`config.mk`:
```
export PLATFORM = sky130hd
export DESIGN_NAME = cpu_control_unit
export DESIGN_NICKNAME = d
export VERILOG_FILES = /design/src/rtl/cpu_control_unit_pkg.sv /design/src/rtl/cpu_control_unit_instr_decoder.sv /design/src/rtl/cpu_control_unit.sv
export SDC_FILE = /design/constraint.sdc
export NUM_CORES = 1
export LEC_CHECK = 0
export ABC_AREA = 1
export BUFFER_PORTS_ARGS = -buffer_cell sky130_fd_sc_hd__buf_2
export CELL_PAD_IN_SITES_DETAIL_PLACEMENT = 0
export CELL_PAD_IN_SITES_GLOBAL_PLACEMENT = 1
export CORE_MARGIN = 4
export CORE_UTILIZATION = 32
export CTS_BUF_LIST = sky130_fd_sc_hd__clkbuf_4 sky130_fd_sc_hd__clkbuf_8 sky130_fd_sc_hd__clkbuf_16
export CTS_CLUSTER_SIZE = 12
export DETAILED_ROUTE_END_ITERATION = 8
export PLACE_DENSITY = 0.91
export SETUP_SLACK_MARGIN = 0.1
export SLEW_MARGIN = 20
export SYNTH_ARGS = -nofsm -noshare
export SYNTH_HDL_FRONTEND = slang
export SYNTH_HIERARCHICAL = 1
export SYNTH_SLANG_ARGS = --single-unit
export TNS_END_PERCENT = 10
```
`constraint.sdc`:
```
create_clock -name clk -period 6.4 [get_ports clk]
set_input_delay 1.28 -clock clk [delete_from_list [all_inputs] [get_ports clk]]
set_output_delay 1.28 -clock clk [all_outputs]
set_load 0.02 [all_outputs]
```
`src/rtl/cpu_control_unit_pkg.sv`:
```
`default_nettype none
// cpu_control_unit_pkg: shared ISA constants, FSM states and CTRL word layout.
// Rev 1.0

package cpu_control_unit_pkg;

   localparam logic [5:0] OP_RTYPE = 6'h00;
   localparam logic [5:0] OP_ADDI  = 6'h08;
   localparam logic [5:0] OP_MULI  = 6'h1d;
   localparam logic [5:0] OP_ANDI  = 6'h0c;
   localparam logic [5:0] OP_ORI   = 6'h0d;
   localparam logic [5:0] OP_LUI   = 6'h0f;
   localparam logic [5:0] OP_SLTI  = 6'h0a;
   localparam logic [5:0] OP_BEQ   = 6'h04;
   localparam logic [5:0] OP_BNE   = 6'h05;
   localparam logic [5:0] OP_LW    = 6'h23;
   localparam logic [5:0] OP_SW    = 6'h2b;
   localparam logic [5:0] OP_JMP   = 6'h02;
   localparam logic [5:0] OP_JAL   = 6'h03;
   localparam logic [5:0] OP_PUSH  = 6'h1b;
   localparam logic [5:0] OP_POP   = 6'h1c;

   localparam logic [5:0] FN_ADD = 6'h20;
   localparam logic [5:0] FN_SUB = 6'h22;
   localparam logic [5:0] FN_MUL = 6'h2c;
   localparam logic [5:0] FN_AND = 6'h24;
   localparam logic [5:0] FN_OR  = 6'h25;
   localparam logic [5:0] FN_NOR = 6'h27;
   localparam logic [5:0] FN_SLT = 6'h2a;
   localparam logic [5:0] FN_SLL = 6'h01;
   localparam logic [5:0] FN_SRL = 6'h02;
   localparam logic [5:0] FN_JR  = 6'h08;

   localparam logic [5:0] ALU_NOP = 6'd0;
   localparam logic [5:0] ALU_ADD = 6'd1;
   localparam logic [5:0] ALU_SUB = 6'd2;
   localparam logic [5:0] ALU_MUL = 6'd3;
   localparam logic [5:0] ALU_SHR = 6'd4;
   localparam logic [5:0] ALU_SHL = 6'd5;
   localparam logic [5:0] ALU_AND = 6'd6;
   localparam logic [5:0] ALU_OR  = 6'd7;
   localparam logic [5:0] ALU_NOR = 6'd8;
   localparam logic [5:0] ALU_SLT = 6'd9;

   localparam logic [2:0] S_IDLE      = 3'd0;
   localparam logic [2:0] S_FETCH     = 3'd1;
   localparam logic [2:0] S_DECODE    = 3'd2;
   localparam logic [2:0] S_EXECUTE   = 3'd3;
   localparam logic [2:0] S_MEMORY    = 3'd4;
   localparam logic [2:0] S_WRITEBACK = 3'd5;
   localparam logic [2:0] S_HLT       = 3'd6;

   // Mux polarities: pc_sel_1 1=PC+1/0=R1, pc_sel_2 1=branch, pc_sel_3 0=jump;
   // wa_sel_3 1=r0/r31 path; wd_sel_3 1=PC+1; op2_sel_4 0=R2; ma_sel_2 1=PC.
   localparam int C_PC_LOAD   = 0;
   localparam int C_PC_SEL_1  = 1;
   localparam int C_PC_SEL_2  = 2;
   localparam int C_PC_SEL_3  = 3;
   localparam int C_IR_LOAD   = 4;
   localparam int C_R1_SEL    = 5;
   localparam int C_REG_R     = 6;
   localparam int C_REG_W     = 7;
   localparam int C_WA_SEL_1  = 8;
   localparam int C_WA_SEL_2  = 9;
   localparam int C_WA_SEL_3  = 10;
   localparam int C_WD_SEL_1  = 11;
   localparam int C_WD_SEL_2  = 12;
   localparam int C_WD_SEL_3  = 13;
   localparam int C_SP_LOAD   = 14;
   localparam int C_OP1_SEL   = 15;
   localparam int C_OP2_SEL_1 = 16;
   localparam int C_OP2_SEL_2 = 17;
   localparam int C_OP2_SEL_3 = 18;
   localparam int C_OP2_SEL_4 = 19;
   localparam int C_ALU_LSB   = 20;
   localparam int C_ALU_MSB   = 25;
   localparam int C_MA_SEL_1  = 26;
   localparam int C_MA_SEL_2  = 27;
   localparam int C_MD_SEL    = 28;

   typedef enum logic [3:0] {
      CL_RALU, CL_SHIFT, CL_JR, CL_IMM_S, CL_IMM_Z, CL_LUI, CL_BEQ,
      CL_BNE, CL_LW, CL_SW, CL_JMP, CL_JAL, CL_PUSH, CL_POP
   } instr_class_t;

   typedef struct packed {
      instr_class_t cls;
      logic [5:0]   alu_oprn;
      logic         illegal;
   } decode_t;

   function automatic logic is_mem_class(input instr_class_t c);
      return (c == CL_LW) || (c == CL_SW) || (c == CL_PUSH) || (c == CL_POP);
   endfunction

endpackage

`default_nettype wire

```
`src/rtl/cpu_control_unit_instr_decoder.sv`:
```
`default_nettype none
// cpu_control_unit_instr_decoder: opcode/funct to class, ALU operation and illegal flag.
// Rev 1.0

module cpu_control_unit_instr_decoder
   import cpu_control_unit_pkg::*;
(
   input  logic [5:0] i_opcode,
   input  logic [5:0] i_funct,
   output decode_t    o_dec
);

   decode_t w_dec;

   always_comb begin
      w_dec = '{cls: CL_RALU, alu_oprn: ALU_NOP, illegal: 1'b0};
      case (i_opcode)
         OP_RTYPE: begin
            case (i_funct)
               FN_ADD:  w_dec.alu_oprn = ALU_ADD;
               FN_SUB:  w_dec.alu_oprn = ALU_SUB;
               FN_MUL:  w_dec.alu_oprn = ALU_MUL;
               FN_AND:  w_dec.alu_oprn = ALU_AND;
               FN_OR:   w_dec.alu_oprn = ALU_OR;
               FN_NOR:  w_dec.alu_oprn = ALU_NOR;
               FN_SLT:  w_dec.alu_oprn = ALU_SLT;
               FN_SLL:  begin w_dec.cls = CL_SHIFT; w_dec.alu_oprn = ALU_SHL; end
               FN_SRL:  begin w_dec.cls = CL_SHIFT; w_dec.alu_oprn = ALU_SHR; end
               FN_JR:   w_dec.cls = CL_JR;
               default: w_dec.illegal = 1'b1;
            endcase
         end
         OP_ADDI: begin w_dec.cls = CL_IMM_S; w_dec.alu_oprn = ALU_ADD; end
         OP_MULI: begin w_dec.cls = CL_IMM_S; w_dec.alu_oprn = ALU_MUL; end
         OP_SLTI: begin w_dec.cls = CL_IMM_S; w_dec.alu_oprn = ALU_SLT; end
         OP_ANDI: begin w_dec.cls = CL_IMM_Z; w_dec.alu_oprn = ALU_AND; end
         OP_ORI:  begin w_dec.cls = CL_IMM_Z; w_dec.alu_oprn = ALU_OR;  end
         OP_LUI:  w_dec.cls = CL_LUI;
         OP_BEQ:  begin w_dec.cls = CL_BEQ;   w_dec.alu_oprn = ALU_SUB; end
         OP_BNE:  begin w_dec.cls = CL_BNE;   w_dec.alu_oprn = ALU_SUB; end
         OP_LW:   begin w_dec.cls = CL_LW;    w_dec.alu_oprn = ALU_ADD; end
         OP_SW:   begin w_dec.cls = CL_SW;    w_dec.alu_oprn = ALU_ADD; end
         OP_JMP:  w_dec.cls = CL_JMP;
         OP_JAL:  w_dec.cls = CL_JAL;
         OP_PUSH: begin w_dec.cls = CL_PUSH;  w_dec.alu_oprn = ALU_SUB; end
         OP_POP:  begin w_dec.cls = CL_POP;   w_dec.alu_oprn = ALU_ADD; end
         default: w_dec.illegal = 1'b1;
      endcase
   end

   assign o_dec = w_dec;

endmodule

`default_nettype wire

```
`src/rtl/cpu_control_unit.sv`:
```
`default_nettype none
// cpu_control_unit: multi-cycle FETCH/DECODE/EXECUTE/MEMORY/WRITEBACK sequencer.
// Rev 1.0

module cpu_control_unit
   import cpu_control_unit_pkg::*;
#(
   parameter int CTRL_WIDTH  = 32,
   parameter int MEM_TIMEOUT = 15
)(
   input  logic                  clk,
   input  logic                  rst_n,
   input  logic [31:0]           i_instruction,
   input  logic                  i_zero,
   input  logic                  i_mem_ready,
   output logic [CTRL_WIDTH-1:0] o_ctrl,
   output logic                  o_mem_read,
   output logic                  o_mem_write,
   output logic                  o_halt,
   output logic                  o_illegal
);

   localparam int WAIT_W = $clog2(MEM_TIMEOUT + 1);

   logic [2:0]        r_state;
   logic              r_taken;
   logic [WAIT_W-1:0] r_wait_cnt;
   logic              r_halt;
   logic              r_illegal;

   logic [2:0]        w_state_nxt;
   logic              w_fault;
   logic              w_stall;
   logic              w_timeout;
   logic              w_branch_taken;
   logic [WAIT_W-1:0] w_wait_inc;
   logic [31:0]       w_ctrl;
   logic [31:0]       w_alu_ctrl;
   logic              w_mem_read;
   logic              w_mem_write;
   decode_t           w_dec;
   logic              w_unused;

   cpu_control_unit_instr_decoder u_dec (
      .i_opcode (i_instruction[31:26]),
      .i_funct  (i_instruction[5:0]),
      .o_dec    (w_dec)
   );

   assign w_unused       = ^i_instruction[25:6];
   assign w_wait_inc     = r_wait_cnt + 1'b1;
   assign w_timeout      = (w_wait_inc == WAIT_W'(MEM_TIMEOUT));
   assign w_branch_taken = ((w_dec.cls == CL_BEQ) &&  i_zero) ||
                           ((w_dec.cls == CL_BNE) && !i_zero);

   always_comb begin
      w_state_nxt = r_state;
      w_fault     = 1'b0;
      w_stall     = 1'b0;
      case (r_state)
         S_IDLE:      w_state_nxt = S_FETCH;
         S_FETCH, S_MEMORY: begin
            if (i_mem_ready) begin
               w_state_nxt = (r_state == S_FETCH) ? S_DECODE : S_WRITEBACK;
            end else begin
               w_stall = 1'b1;
               if (w_timeout) begin
                  w_fault     = 1'b1;
                  w_state_nxt = S_HLT;
               end
            end
         end
         S_DECODE: begin
            if (w_dec.illegal) begin
               w_fault     = 1'b1;
               w_state_nxt = S_HLT;
            end else begin
               w_state_nxt = S_EXECUTE;
            end
         end
         S_EXECUTE:   w_state_nxt = is_mem_class(w_dec.cls) ? S_MEMORY : S_WRITEBACK;
         S_WRITEBACK: w_state_nxt = S_FETCH;
         S_HLT:       w_state_nxt = S_HLT;
         default: begin
            w_fault     = 1'b1;
            w_state_nxt = S_HLT;
         end
      endcase
   end

   always_ff @(posedge clk or negedge rst_n) begin
      if (!rst_n) begin
         r_state    <= S_IDLE;
         r_taken    <= 1'b0;
         r_wait_cnt <= '0;
         r_halt     <= 1'b0;
         r_illegal  <= 1'b0;
      end else begin
         r_state <= w_state_nxt;
         if (w_state_nxt != r_state) begin
            r_wait_cnt <= '0;
         end else if (w_stall) begin
            r_wait_cnt <= w_wait_inc;
         end
         if (r_state == S_EXECUTE) begin
            r_taken <= w_branch_taken;
         end
         if (w_fault) begin
            r_halt    <= 1'b1;
            r_illegal <= 1'b1;
         end
      end
   end

   // ALU operand/operation fields stay driven through MEMORY and WRITEBACK so
   // the combinational ALU result remains valid as address and write data.
   always_comb begin
      w_alu_ctrl                      = '0;
      w_alu_ctrl[C_ALU_MSB:C_ALU_LSB] = w_dec.alu_oprn;
      case (w_dec.cls)
         CL_SHIFT: begin
            w_alu_ctrl[C_OP2_SEL_4] = 1'b1;
            w_alu_ctrl[C_OP2_SEL_3] = 1'b1;
            w_alu_ctrl[C_OP2_SEL_1] = 1'b1;
         end
         CL_IMM_S, CL_LW, CL_SW: begin
            w_alu_ctrl[C_OP2_SEL_4] = 1'b1;
            w_alu_ctrl[C_OP2_SEL_2] = 1'b1;
         end
         CL_IMM_Z: w_alu_ctrl[C_OP2_SEL_4] = 1'b1;
         CL_PUSH, CL_POP: begin
            w_alu_ctrl[C_OP1_SEL]   = 1'b1;
            w_alu_ctrl[C_OP2_SEL_4] = 1'b1;
            w_alu_ctrl[C_OP2_SEL_3] = 1'b1;
         end
         default: ;
      endcase
   end

   always_comb begin
      w_ctrl      = '0;
      w_mem_read  = 1'b0;
      w_mem_write = 1'b0;
      case (r_state)
         S_FETCH: begin
            w_mem_read           = 1'b1;
            w_ctrl[C_MA_SEL_2]   = 1'b1;
            w_ctrl[C_IR_LOAD]    = i_mem_ready;
         end
         S_DECODE: w_ctrl[C_REG_R] = 1'b1;
         S_EXECUTE: begin
            w_ctrl            = w_alu_ctrl;
            w_ctrl[C_REG_R]   = 1'b1;
            w_ctrl[C_SP_LOAD] = (w_dec.cls == CL_POP);
         end
         S_MEMORY: begin
            w_ctrl = w_alu_ctrl;
            case (w_dec.cls)
               CL_LW:   w_mem_read = 1'b1;
               CL_SW:   w_mem_write = 1'b1;
               CL_PUSH: begin
                  w_mem_write        = 1'b1;
                  w_ctrl[C_MA_SEL_1] = 1'b1;
                  w_ctrl[C_MD_SEL]   = 1'b1;
                  w_ctrl[C_R1_SEL]   = 1'b1;
               end
               CL_POP: begin
                  w_mem_read         = 1'b1;
                  w_ctrl[C_MA_SEL_1] = 1'b1;
               end
               default: ;
            endcase
         end
         S_WRITEBACK: begin
            w_ctrl             = w_alu_ctrl;
            w_ctrl[C_PC_LOAD]  = 1'b1;
            w_ctrl[C_PC_SEL_1] = (w_dec.cls != CL_JR);
            w_ctrl[C_PC_SEL_2] = r_taken;
            w_ctrl[C_PC_SEL_3] = (w_dec.cls != CL_JMP) && (w_dec.cls != CL_JAL);
            case (w_dec.cls)
               CL_RALU, CL_SHIFT: w_ctrl[C_REG_W] = 1'b1;
               CL_IMM_S, CL_IMM_Z: begin
                  w_ctrl[C_REG_W]    = 1'b1;
                  w_ctrl[C_WA_SEL_1] = 1'b1;
               end
               CL_LUI: begin
                  w_ctrl[C_REG_W]    = 1'b1;
                  w_ctrl[C_WA_SEL_1] = 1'b1;
                  w_ctrl[C_WD_SEL_2] = 1'b1;
               end
               CL_LW: begin
                  w_ctrl[C_REG_W]    = 1'b1;
                  w_ctrl[C_WA_SEL_1] = 1'b1;
                  w_ctrl[C_WD_SEL_1] = 1'b1;
               end
               CL_POP: begin
                  w_ctrl[C_REG_W]    = 1'b1;
                  w_ctrl[C_WA_SEL_3] = 1'b1;
                  w_ctrl[C_WD_SEL_1] = 1'b1;
               end
               CL_JAL: begin
                  w_ctrl[C_REG_W]    = 1'b1;
                  w_ctrl[C_WA_SEL_3] = 1'b1;
                  w_ctrl[C_WA_SEL_2] = 1'b1;
                  w_ctrl[C_WD_SEL_3] = 1'b1;
               end
               CL_PUSH: w_ctrl[C_SP_LOAD] = 1'b1;
               default: ;
            endcase
         end
         default: ;
      endcase
   end

   assign o_ctrl      = CTRL_WIDTH'(w_ctrl);
   assign o_mem_read  = w_mem_read;
   assign o_mem_write = w_mem_write;
   assign o_halt      = r_halt;
   assign o_illegal   = r_illegal;

endmodule

`default_nettype wire

```
==> metrics.txt <==
WHS Path Cells=2; cell taking the most area after synthesis=nand2_1; I/O pin cnt=72; nets@finish=366; vias in the first global route=1606; Num CTS Buffers=3; # setup viols final=0; R2R Path Start=r_wait_cnt[0]; status=finished clean; sw frac=0.563; unrepaired setup endpoints after global routing=false; post-synthesis sequential area ratio=0.151; DRC viols=0; synthesized area=1490 sq um; Final GP Congestion=0.873; number of warnings issued by yosys=6; max frequency=0.217 GHz; Worst Skew=1.98 ps; post-synth cell types=29; clock root buffer=clkbuf_8; Sequential Power Share=0.186; Post-synth top flop=dfrtp_1; cts repair resizes=0; GR Overflow Total=0; Pwr Total=0.000469 W; total wire length=3890 microns; post-synthesis instance total=284; endpoints failing hold=0; crit path kind=in -> out; Setup Buffers After CTS=0; antenna diode count=0; Pins Over Slew Limit=0; Critical Path AT=3330 ps; reg2reg setup slack=4770 ps; met2 Use GR=0.208; CTS tree=built; die area=5830 sq um; hpwl dp=3290 microns; Pint=0.000205 W; clock sink count=9; initial antenna violation count=0; largest net degree at the start of global routing=13; Post-Layout Cell Count=379; num rows=24; Die Span X=76.3 microns; DR vias=1743; clock tree buffer depth=2; Startpoint Class=primary input; Core ar.=4440 sq um; Comb power frac=0.664; setup TNS=0 ps; Worst setup EP type=output pin; Port Buffers=46; Post-Place Setup Slack=1860 ps; met1 usage=0.200; Detail Route Antenna Nets=0; gr usage total=0.137; register bit count reported by yosys=9; Max-cap violations=0; Hold Crit Start=o_illegal; share of cells above drive strength 1=0.226; CP Cell Sequence=buf_2 > nand2_1 > inv_1 > nand3_1 > nand2_1 > a21oi_1 > nand3_1 > nor2_1 > inv_1 > nor2_1 > nor2_1 > o21ai_0 > buf_2; Sw Pwr=0.000264 W; most common cell in the netlist=nand2_1; area share of the largest cell type after synthesis=0.176; Worst VDD drop=0.120 mV; hold path endpoint=o_illegal; vias per cell=4.60; Synth top cells by count=70 x nand2_1, 56 x nor2_1, 49 x inv_1; Final Cycle Share=0.720; TritonRoute pass-1 iters=4; ys async rst share=1.00; CTS clk-pin slew, worst paths=50 ps; Initial Util=0.336; post-cts hold buffer count=0; share of power burned in the clock network=0.150; number of synthesized flops with an enable pin=0; Initial DRC Count=108; buffers and inverters on the worst path=4; GR Layer Usage met3=0.0142; Layout Area Growth over Synthesis=19.3%; crit path max-delay cell type=nor2_1; Leak=1.08 nW; htree depth=1; cell mode on critical path=nor2_1; routed wire length per instance=10.3 microns; Crit Path Max Fanout=8; Final Worst Setup Slack=1790 ps; Placed Instances=375; Worst path max stage delay=310 ps; PD cells=263 nW/um^2; Hold WC Path Type=reg -> reg; post-route minimum period=4610 ps; Die Ht=76.3 microns; CP top delay family=simple AND/OR/NAND/NOR gates; reg2reg path depth=12; CP required=5120 ps; first-pass GRT wire length=6840 microns; Mean Syn Cell Area=5.26 sq um; synth top area cells=nand2_1 18%, dfrtp_1 15%, nor2_1 14%; GRT busiest layer=met2; worst skew pair latency=230 ps; worst r2r dst=r_wait_cnt[3]
==> sequential cells by signal, indices dropped and copies added, names as in the netlist <==
register,flops
r_state,3
r_taken,1
o_illegal,1
r_wait_cnt,4
==> placed cells by master, fill, tap and decap left out, types with 3 or more instances in the layout <==
master	n
nor2_2	3
nand2_1	70
nand4_1	4
nor3_2	4
nor3_1	4
clkbuf_8	3
a21oi_1	10
inv_2	8
nand2_2	5
nor2_1	56
conb_1	5
dfrtp_1	9
buf_2	46
o21ai_0	8
inv_1	49
nand3_1	25
==> per-layer routing <==
metal	routed length, microns	part of all wire
met1	2010	0.52
met2	1590	0.41
met3	212	0.055
met4	71	0.018
met5	0	0
==> per-stage QoR <==
stage | instance area [sq um] | hold WS (ps) | util
floorplan | 1510 | 515 | -
global placement | 1730 | 519 | 0.390
global route | 1780 | 585 | 0.401
detailed placement | 1730 | 530 | 0.390
finish | 1780 | 525 | 0.401
CTS | 1780 | 539 | 0.401
==> worst min-delay path, stage by stage, from the launching register on <==
cell and delay, ps:
dfrtp_1 360, a31oi_1 50, o211ai_1 80
==> worst max-delay path by stage <==
| stage | cells after the start | slack, ps | from | endpoint |
|---|---|---|---|---|
| floorplan | 9 | 2170 | i_instruction[31] | o_ctrl[13] |
| global placement | 13 | 1810 | i_instruction[28] | o_mem_read |
| detailed placement | 13 | 1860 | i_instruction[31] | o_mem_read |
| CTS | 13 | 1850 | i_instruction[31] | o_mem_read |
| global route | 13 | 1530 | i_instruction[31] | o_mem_read |
| finish | 13 | 1790 | i_instruction[28] | o_mem_read |
==> logic make-up after synthesis <==
family,synth area share
fa+ha+maj,0.0167
compound gates,0.106
other cells,0.00503
flops,0.151
buf+inv,0.188
simple gates,0.528
xor+xnor,0.00586
==> cell type report <==
type,instances,area (sq um)
Clock buffer,4,48.8
Fill cell,509,2660
Inverter,57,214
Multi-Input combinational cell,211,998
Sequential cell,9,225
Tap cell,52,65.1
Timing Repair Buffer,46,230
==> power groups by stage <==
stage / combinational [W] / sequential (W) / clock, W
floorplan: 0.000240 / 0.0000840 / 0
global placement: 0.000309 / 0.0000876 / 0
detailed placement: 0.000311 / 0.0000880 / 0
CTS: 0.000312 / 0.0000873 / 0.0000730
global route: 0.000349 / 0.0000895 / 0.0000761
finish: 0.000311 / 0.0000871 / 0.0000705
No activity file was read; power rests on OpenSTA's default activity.
